[src/rtl/uart_rx_deser_v2.sv]
// UART RX deserializer: collects mid-bit samples into a right-aligned word of runtime length.
// Optional expected-parity output is enabled by defining UART_RX_DESER_PARITY_EN.
module uart_rx_deser_v2 #(
  parameter int unsigned MAX_DATA_WIDTH = 9,
  parameter int unsigned PRESCALE_BITS  = 6,
  parameter int unsigned LEN_BITS       = 4
) (
  input  logic                      CLK,
  input  logic                      RST,
  input  logic                      deser_en,
  input  logic                      sampled_bit,
  input  logic [PRESCALE_BITS-1:0]  edge_cnt,
  input  logic [PRESCALE_BITS-1:0]  Prescale,
  input  logic [LEN_BITS-1:0]       data_len,
  input  logic                      msb_first,
  input  logic                      clear,
`ifdef UART_RX_DESER_PARITY_EN
  input  logic                      par_type,
  output logic                      par_bit,
`endif
  output logic [MAX_DATA_WIDTH-1:0] P_DATA,
  output logic                      data_valid,
  output logic                      deser_busy,
  output logic                      len_err
);

  typedef enum logic [1:0] {S_IDLE, S_SHIFT, S_DONE} state_t;

  state_t                    r_state;
  logic [LEN_BITS-1:0]       r_count;
  logic [LEN_BITS-1:0]       r_len;
  logic                      r_msb;
  logic [MAX_DATA_WIDTH-1:0] r_shadow;

  logic                      w_stb;
  logic                      w_len_bad;
  logic                      w_accept;
  logic                      w_last;
  logic [LEN_BITS-1:0]       w_len;
  logic                      w_msb;
  logic [LEN_BITS-1:0]       w_cnt;
  logic [LEN_BITS-1:0]       w_cnt_nxt;
  logic [LEN_BITS-1:0]       w_idx;
  logic [MAX_DATA_WIDTH-1:0] w_shadow_nxt;

  // Prescale below 2 has no usable mid-bit point, so it never strobes.
  assign w_stb     = deser_en && (Prescale >= PRESCALE_BITS'(2)) &&
                     (edge_cnt == Prescale - PRESCALE_BITS'(1));
  assign w_len_bad = (data_len == '0) || (data_len > LEN_BITS'(MAX_DATA_WIDTH));
  assign w_accept  = w_stb && ((r_state == S_SHIFT) || ((r_state == S_IDLE) && !w_len_bad));
  assign w_last    = (w_cnt_nxt == w_len);

  // In IDLE the frame parameters come straight from the inputs (first bit of a frame).
  always_comb begin
    w_len        = r_len;
    w_msb        = r_msb;
    w_cnt        = r_count;
    w_shadow_nxt = r_shadow;
    if (r_state == S_IDLE) begin
      w_len        = data_len;
      w_msb        = msb_first;
      w_cnt        = '0;
      w_shadow_nxt = '0;
    end
    w_cnt_nxt = w_cnt + LEN_BITS'(1);
    w_idx     = w_msb ? (w_len - w_cnt - LEN_BITS'(1)) : w_cnt;
    for (int i = 0; i < int'(MAX_DATA_WIDTH); i++) begin
      if (LEN_BITS'(i) == w_idx) w_shadow_nxt[i] = sampled_bit;
    end
  end

  always_ff @(posedge CLK or negedge RST) begin
    if (!RST) begin
      r_state    <= S_IDLE;
      r_count    <= '0;
      r_len      <= '0;
      r_msb      <= 1'b0;
      r_shadow   <= '0;
      P_DATA     <= '0;
      data_valid <= 1'b0;
      deser_busy <= 1'b0;
      len_err    <= 1'b0;
`ifdef UART_RX_DESER_PARITY_EN
      par_bit    <= 1'b0;
`endif
    end else begin
      data_valid <= 1'b0;
      len_err    <= 1'b0;
      if (clear || !deser_en) begin
        r_state    <= S_IDLE;
        r_count    <= '0;
        r_shadow   <= '0;
        deser_busy <= 1'b0;
      end else begin
        case (r_state)
          S_IDLE, S_SHIFT: begin
            if (w_accept) begin
              if (r_state == S_IDLE) begin
                r_len <= data_len;
                r_msb <= msb_first;
              end
              // Publishing on the consuming edge makes P_DATA/data_valid visible during DONE.
              if (w_last) begin
                r_state    <= S_DONE;
                r_count    <= '0;
                r_shadow   <= '0;
                P_DATA     <= w_shadow_nxt;
                data_valid <= 1'b1;
                deser_busy <= 1'b0;
`ifdef UART_RX_DESER_PARITY_EN
                par_bit    <= (^w_shadow_nxt) ^ par_type;
`endif
              end else begin
                r_state    <= S_SHIFT;
                r_count    <= w_cnt_nxt;
                r_shadow   <= w_shadow_nxt;
                deser_busy <= 1'b1;
              end
            end else if (w_stb && (r_state == S_IDLE)) begin
              len_err <= 1'b1;
            end
          end
          S_DONE:  r_state <= S_IDLE;
          default: r_state <= S_IDLE;
        endcase
      end
    end
  end

endmodule

[config.mk]
export PLATFORM = sky130hd
export DESIGN_NAME = uart_rx_deser_v2
export DESIGN_NICKNAME = d
export VERILOG_FILES = /design/src/rtl/uart_rx_deser_v2.sv
export SDC_FILE = /design/constraint.sdc
export NUM_CORES = 1
export LEC_CHECK = 0
export BUFFER_PORTS_ARGS = -buffer_cell sky130_fd_sc_hd__buf_2
export CAP_MARGIN = 25
export CORE_MARGIN = 5
export CORE_UTILIZATION = 50
export CTS_BUF_LIST = sky130_fd_sc_hd__clkbuf_8
export DETAILED_ROUTE_END_ITERATION = 12
export GPL_ROUTABILITY_DRIVEN = 0
export PLACE_DENSITY = 0.71
export RECOVER_POWER = 50
export SLEW_MARGIN = 0
export SYNTH_ARGS = -nofsm -noshare
export SYNTH_HDL_FRONTEND = slang
export SYNTH_SLANG_ARGS = --single-unit
[constraint.sdc]
create_clock -name CLK -period 2.91 [get_ports CLK]
set_input_delay 0.1455 -clock CLK [delete_from_list [all_inputs] [get_ports CLK]]
set_output_delay 0.1455 -clock CLK [all_outputs]
set_load 0.01 [all_outputs]
==> results of run 1 <==
## cell families (layout without fill, tap and decap cells)
group | count (synthesis) | after routing
XOR/XNOR | 12 | 12
adder cells (fa/ha/maj) | 5 | 5
flip-flops | 32 | 32
buffers and inverters | 23 | 65
multiplexers | 9 | 9
AO/OA/AOI/OAI | 73 | 73
AND/OR/NAND/NOR | 102 | 102
## power by group through the flow
stage / clock (mW) / combinational [mW] / sequential, mW
final: 0.422 / 0.161 / 0.459
after global routing: 0.455 / 0.180 / 0.460
after CTS: 0.431 / 0.161 / 0.459
after detailed placement: 0 / 0.159 / 0.468
after global placement: 0 / 0.156 / 0.467
after floorplan: 0 / 0.103 / 0.466
## cell usage after synthesis (5+ instances only)
master and n:
nand2_1 25, a31oi_1 10, nand3_1 5, nor3_1 9, o32a_1 6, inv_1 13, xor2_1 7, mux2_2 5
a21oi_1 5, ha_1 5, o211ai_1 9, o21ai_0 12, dfrtp_1 32, buf_6 5, xnor2_1 5, nor2_1 27
## what timing repair did
action                                  CTS  global route
setup buffers                             0             1
endpoints found under the setup margin    0             2
resized for setup                         0             1
hold buffers                              1             0
endpoints found under the hold margin    32             0
## through the flow
step	instances	hold slack (ps)	cell area [um2]	setup TNS [ps]
2_1_floorplan	256	-150	2310	0
3_3_place_gp	340	244	2520	0
3_5_place_dp	340	244	2520	0
4_1_cts	349	132	2640	0
5_1_grt	350	157	2640	-1.81
6_report	350	143	2640	0
## final timing paths
kind | startpoint | endpoint | slack [ps]
worst max register to register | r_state[0] | P_DATA[8] | 180
min in group asynchronous | RST | data_valid | 840
worst max-delay path | r_state[0] | P_DATA[8] | 180
worst min-delay path | data_len[1] | r_len[1] | 140
worst min register to register | deser_busy | deser_busy | 480
max in group asynchronous | RST | r_msb | 1080
## critical path, cell delays in order, from the launching register on
cell	delay, ps
dfrtp_1	380
o21ai_0	410
ha_1	250
inv_1	40
a211oi_1	340
o32ai_4	140
o21ai_0	430
nor2_2	90
or3_1	390
a31oi_1	180
## final cells by class
type	count	area, um2	share of cell area [%]
tap	52	65.1	2.46
multi-input combinational	201	1370	52.0
timing repair buffer	44	246	9.33
sequential	32	801	30.3
clock buffer	5	68.8	2.60
inverter	13	48.8	1.85
clock inverter	3	38.8	1.47
## layer usage
| layer | vias up | share of wire (%) |
|---|---|---|
| li1 | 1026 | - |
| met1 | 996 | 45 |
| met2 | 72 | 46 |
| met3 | 10 | 7.0 |
| met4 | 0 | 2.0 |
| met5 | - | 0 |
## flip-flops by register name, indices dropped and copies added (netlist names)
signal,cells
P_DATA,9
r_shadow,9
r_msb,1
len_err,1
r_len,4
r_state,2
data_valid,1
deser_busy,1
r_count,4
==> impl_results.md, run 1 <==
- Final worst slack: 175 ps
- Final hold violations: 0
- Net Sw Frac: 26.7%
- Crit path time final: 2730 ps
- Drt first pass iters: 4
- Post-synth net total: 283
- Grt met2 use: 30.3%
- First-pass GRT wire length: 9780 um
- Fmax: 366 MHz
- Synth warn: 0
- DRC Markers: 0
- Relative slew slack: -13.6%
- Share of post-route cells with drive strength above 1: 19.8%
- Multiplexer share of the synthesized area: 4.17%
- Placed wire-length estimate: 4350 um
- Internal Power: 0.764 mW
- Root buffer cell: clkbuf_8
- Failing checks: max-capacitance violations, max-slew violations
- Area contributors post-synth: dfrtp_1 (35%), nor2_1 (4.4%), nand2_1 (4.1%)
- Max-slew violations: 33
- Clock Tree Buf Depth: 2
- Post-synth cell types: 58
- Largest net degree at the start of global routing: 33
- Post-Synth Simple-Gate Area: 24.0%
- CTS tree: built
- Top FF cell, synth: dfrtp_1
- Vias in the first global route: 2007
- Clock Power Share: 40.5%
- Main combinational cell family by area after synthesis: compound AO/OA/AOI/OAI gates
- Num CTS Buffers: 5
- Max VDD drop: 167 uV
- Total power: 1.04 mW
- Htree depth: 2
- Hold WC Path Type: in2reg
- CTS sink count: 32
- Worst hold path depth: 2
- Total GRT Usage: 19.9%
- XOR/XNOR Fraction of Synth Area: 4.55%
- Clock Latency Late Sink: 290 ps
- Detail Route Antenna Nets: 0
- Clk_skew: 7.38 ps
- Worst slack, placed: 229 ps
- Drt total wl: 5670 um
- Startpoint type of the worst setup path: flop
- # fillers: 392
- Seq pwr share: 44.1%
- Critical Path AT: 2950 ps
- Inserted Diodes: 0
- Routed vias: 2104
- Die area: 6080 um2
- Worst-path clk slew: 70 ps
- Met3 Resource Use GR: 4.05%
- Yosys top cell by area: dfrtp_1
- Initial antenna violation count: 0
- Mapped cell area: 2310 um2
- Die width: 77.9 um
- Slew @ Worst Pin: 1700 ps
- Compound-cell area share of the yosys netlist: 24.1%
- Synth Area in Adders: 2.71%
- # setup viols final: 0
- Leakage: 1.16 nW
- Fin util: 59.9%
- RSZ-0062 raised after global routing: yes
- Critical Path RT: 3120 ps
- Drt via density: 6.01
- Area Overhead vs Synth: 14.5%
- Register area share after synthesis: 34.7%
- Area share of the largest cell type after synthesis: 34.7%
- #FFs+latches synth: 32
- Mapped Cells: 256
- Worst reg-to-reg path cell count: 9
- DRT iter0 DRCs: 157
- CP max FO: 4
- I/O pins: 34
- Combinational Power Share: 15.4%
- Syn avg cell area: 9.02 um2
- GRT Max-Usage Layer: met2
- Outcome: finished with violations
- Core region area: 4410 um2
- Num rows: 24
- Die extent in y: 77.9 um
- Met1 usage: 27.7%
- Psw: 0.279 mW
- EDFF count, synth: 0
- Most frequent cells in the layout: dfrtp_1 (32), nor2_1 (27), nand2_1 (25), buf_2 (20), inv_1 (14)
- Most common cell after layout, fill and taps aside: dfrtp_1
- Period Utilization, post-route: 94.0%
- Final #Nets: 324
- Total gr overflow: 0
- FFs w/ async S/R, synth: 100%
- Max_cap viols: 1
- CP Capture Type: flop
- Wire per inst: 16.2 um
- Crit path kind: reg2reg
- Power per cell area: 395 nW/um2
- Initial core utilization: 52.3%
- IO Port Bufs: 33
(Power assumes the default switching activity.)
==> inputs of run 2 (changes only) <==
--- a/config.mk
+++ b/config.mk
@@ -7,12 +7,11 @@
 export LEC_CHECK = 0
 export BUFFER_PORTS_ARGS = -buffer_cell sky130_fd_sc_hd__buf_2
 export CAP_MARGIN = 25
-export CORE_MARGIN = 5
-export CORE_UTILIZATION = 50
+export CORE_UTILIZATION = 59
 export CTS_BUF_LIST = sky130_fd_sc_hd__clkbuf_8
 export DETAILED_ROUTE_END_ITERATION = 12
 export GPL_ROUTABILITY_DRIVEN = 0
-export PLACE_DENSITY = 0.71
+export PLACE_DENSITY = 0.82
 export RECOVER_POWER = 50
 export SLEW_MARGIN = 0
 export SYNTH_ARGS = -nofsm -noshare
==> run 2 against run 1 <==
Compared with the run above:
- the flow still finishes with violations (max-capacitance violations, max-slew violations)
- fmax up 0.28%
- clock power down 13%
- sequential cell count unchanged
- combinational power up 2%
- final cell count down 1.1%
- worst setup slack better by 7.5 ps
- via count up 1.1%
- total power down 4.8%
- die area down 31%
- non-clock buffer count up 1
- critical path type unchanged
- critical endpoint is now r_shadow[8]
- largest cell class unchanged
==> impl_results.md, run 2 (synthesis gave the netlist of run 1 again) <==
- CP cell instances: buf_4, nor2_2, buf_4, nor2_1, ha_1, xnor2_1, or4_1, nand4_2, a31oi_1, a211o_1
- Slew @ Worst Pin: 1700 ps (-0.774 ps)
- Drt total wl: 5480 um (-3.4%)
- Critical path's top delay family: simple AND/OR/NAND/NOR gates
- Outcome: finished with violations
- CP Capture Type: flop
- RSZ-0062 raised after global routing: no
- Routed vias: 2128 (+1.1%)
- Most frequent cells in the layout: dfrtp_1 (31), nor2_1 (27), nand2_1 (25), buf_2 (20)
- Inserted Diodes: 0 (unchanged)
- Die width: 64.6 um (-17%)
- DRC Markers: 0 (unchanged)
- Reg-to-reg endpoint: r_shadow[8]
- Power per cell area: 375 nW/um2 (-4.9%)
- Root buffer cell: clkbuf_8
- Crit path kind: reg2reg
- Total GRT Usage: 29.1% (+9.2 points)
- Vias in the first global route: 1998 (-0.45%)
- Final worst slack: 183 ps (+7.55 ps)
- Max_cap viols: 1 (unchanged)
- Worst Hold Slack: 150 ps (+7.87 ps)
- First-pass GRT wire length: 9250 um (-5.5%)
- Critical Path AT: 2900 ps (-50 ps)
- Placed wire-length estimate: 4050 um (-6.9%)
- IO Port Bufs: 33 (unchanged)
- Final hold violations: 0 (unchanged)
- Slowest CP cell: or4_1
- CP max FO: 9 (+5)
- Fmax: 367 MHz (+0.28%)
- Num rows: 22 (-8.3%)
- Period Utilization, post-route: 93.7% (-0.26 points)
- Worst-path clk slew: 60 ps (about the same)
- Final #Nets: 325 (+0.31%)
- Die extent in y: 64.6 um (-17%)
- Clock Latency Late Sink: 280 ps (about the same)
- I/O pins: 34 (unchanged)
- Worst slack, placed: 112 ps (-117 ps)
- Total gr overflow: 0 (unchanged)
- Drt via density: 6.15 (+2.3%)
- Worst hold path depth: 2 (unchanged)
- Number of cells on the critical path: 10 (+1)
- CTS sink count: 32 (unchanged)
- Critical Path RT: 3080 ps (-40 ps)
- Startpoint type of the worst setup path: flop
- Min-Delay Endpoint: r_len[1]
- Largest regs: P_DATA: 9 flops, r_shadow: 9 flops
- Area Overhead vs Synth: 14.6%
- Share of post-route cells with drive strength above 1: 21.5% (+1.7 points)
- Hold WC Path Type: in2reg
- Hold_sp: data_len[1]
- Die area: 4170 um2 (-31%)
- Final setup TNS: 0 ps (unchanged)
- WP buf/inv: 2 (+1)
- Clock Tree Buf Depth: 2 (unchanged)
- Most common cell after layout, fill and taps aside: dfrtp_1
- Worst reg-to-reg setup slack: 180 ps (about the same)
- Worst reg-to-reg path cell count: 10 (+1)
- Initial antenna violation count: 0 (unchanged)
- RR Startpoint: r_state[1]
- Htree depth: 2 (unchanged)
- Largest net degree at the start of global routing: 33 (unchanged)
- Max VDD drop: 183 uV (+9.8%)
- Leakage: 1.16 nW (about the same)
- CTS tree: built
- Most used cell, CP: buf_4
- Failing checks: max-capacitance violations, max-slew violations
- Core region area: 3720 um2 (-16%)
- Num CTS Buffers: 5 (unchanged)
- Detail Route Antenna Nets: 0 (unchanged)
- Worst path max stage delay: 680 ps (+250 ps)
- Drt first pass iters: 4 (unchanged)
- Clk_skew: 4.24 ps (-3.14 ps)
- # setup viols final: 0 (unchanged)
- DRT iter0 DRCs: 169 (+7.6%)
- Wire per inst: 15.8 um (-2.3%)
- Max-slew violations: 33 (unchanged)
- Relative slew slack: -13.6% (+0.052 points)
- Initial core utilization: 62.1% (+9.8 points)
- Crit path time final: 2730 ps (-7.55 ps)
run 2: cell type report:
type | instances | area, um2
multi-input combinational | 201 | 1390
fill | 296 | 1070
sequential | 32 | 802
timing repair buffer | 45 | 254
clock buffer | 7 | 96.3
tap | 48 | 60.1
inverter | 13 | 48.8
run 2: worst max path at each step:
stage                     from     endpoint  slack, ps
floorplan           r_state[1]  r_shadow[4]        310
global placement    r_state[0]  r_shadow[8]        190
detailed placement  r_state[0]    P_DATA[2]        110
CTS                 r_state[0]    P_DATA[2]         70
global route        r_state[1]    P_DATA[8]         30
finish              r_state[1]  r_shadow[8]        180
run 2: metal layers:
layer / GRT usage, % / routed length (um) / vias to the layer above
li1: - / - / 1026
met1: 39.6 / 2410 / 1004
met2: 46.2 / 2590 / 91
met3: 5.63 / 392 / 7
met4: 10.0 / 80 / 0
met5: 0 / 0 / -
run 2: power breakdown:
group / internal (mW) / switching, mW / total, mW
sequential: 0.452 / 0.00844 / 0.460
combinational: 0.0649 / 0.100 / 0.165
clock: 0.210 / 0.157 / 0.367
total: 0.727 / 0.265 / 0.992
run 2: worst reg2reg max path, cell delays in order (launching register included):
cell	delay (ps)
dfrtp_1	440
buf_4	180
nor2_2	90
buf_4	170
nor2_1	50
ha_1	210
xnor2_1	150
or4_1	680
nand4_2	270
a31oi_1	70
a211o_1	290
run 2: what timing repair did:
| action | 4_1_cts | 5_1_grt |
|---|---|---|
| endpoints found under the hold margin | 32 | 0 |
| gates resized for setup | 0 | 6 |
| hold buffers | 1 | 0 |
| setup buffers | 0 | 1 |
| setup endpoints to repair | 0 | 24 |
run 2: per-stage QoR:
step	utilization (%)	instances	area, um2	power, mW
4_1_cts	70.8	345	2630	0.991
3_3_place_gp	67.9	337	2520	0.622
5_1_grt	71.2	346	2650	1.03
6_report	71.2	346	2650	0.992
2_1_floorplan	-	256	2310	0.570
3_5_place_dp	67.9	337	2520	0.625
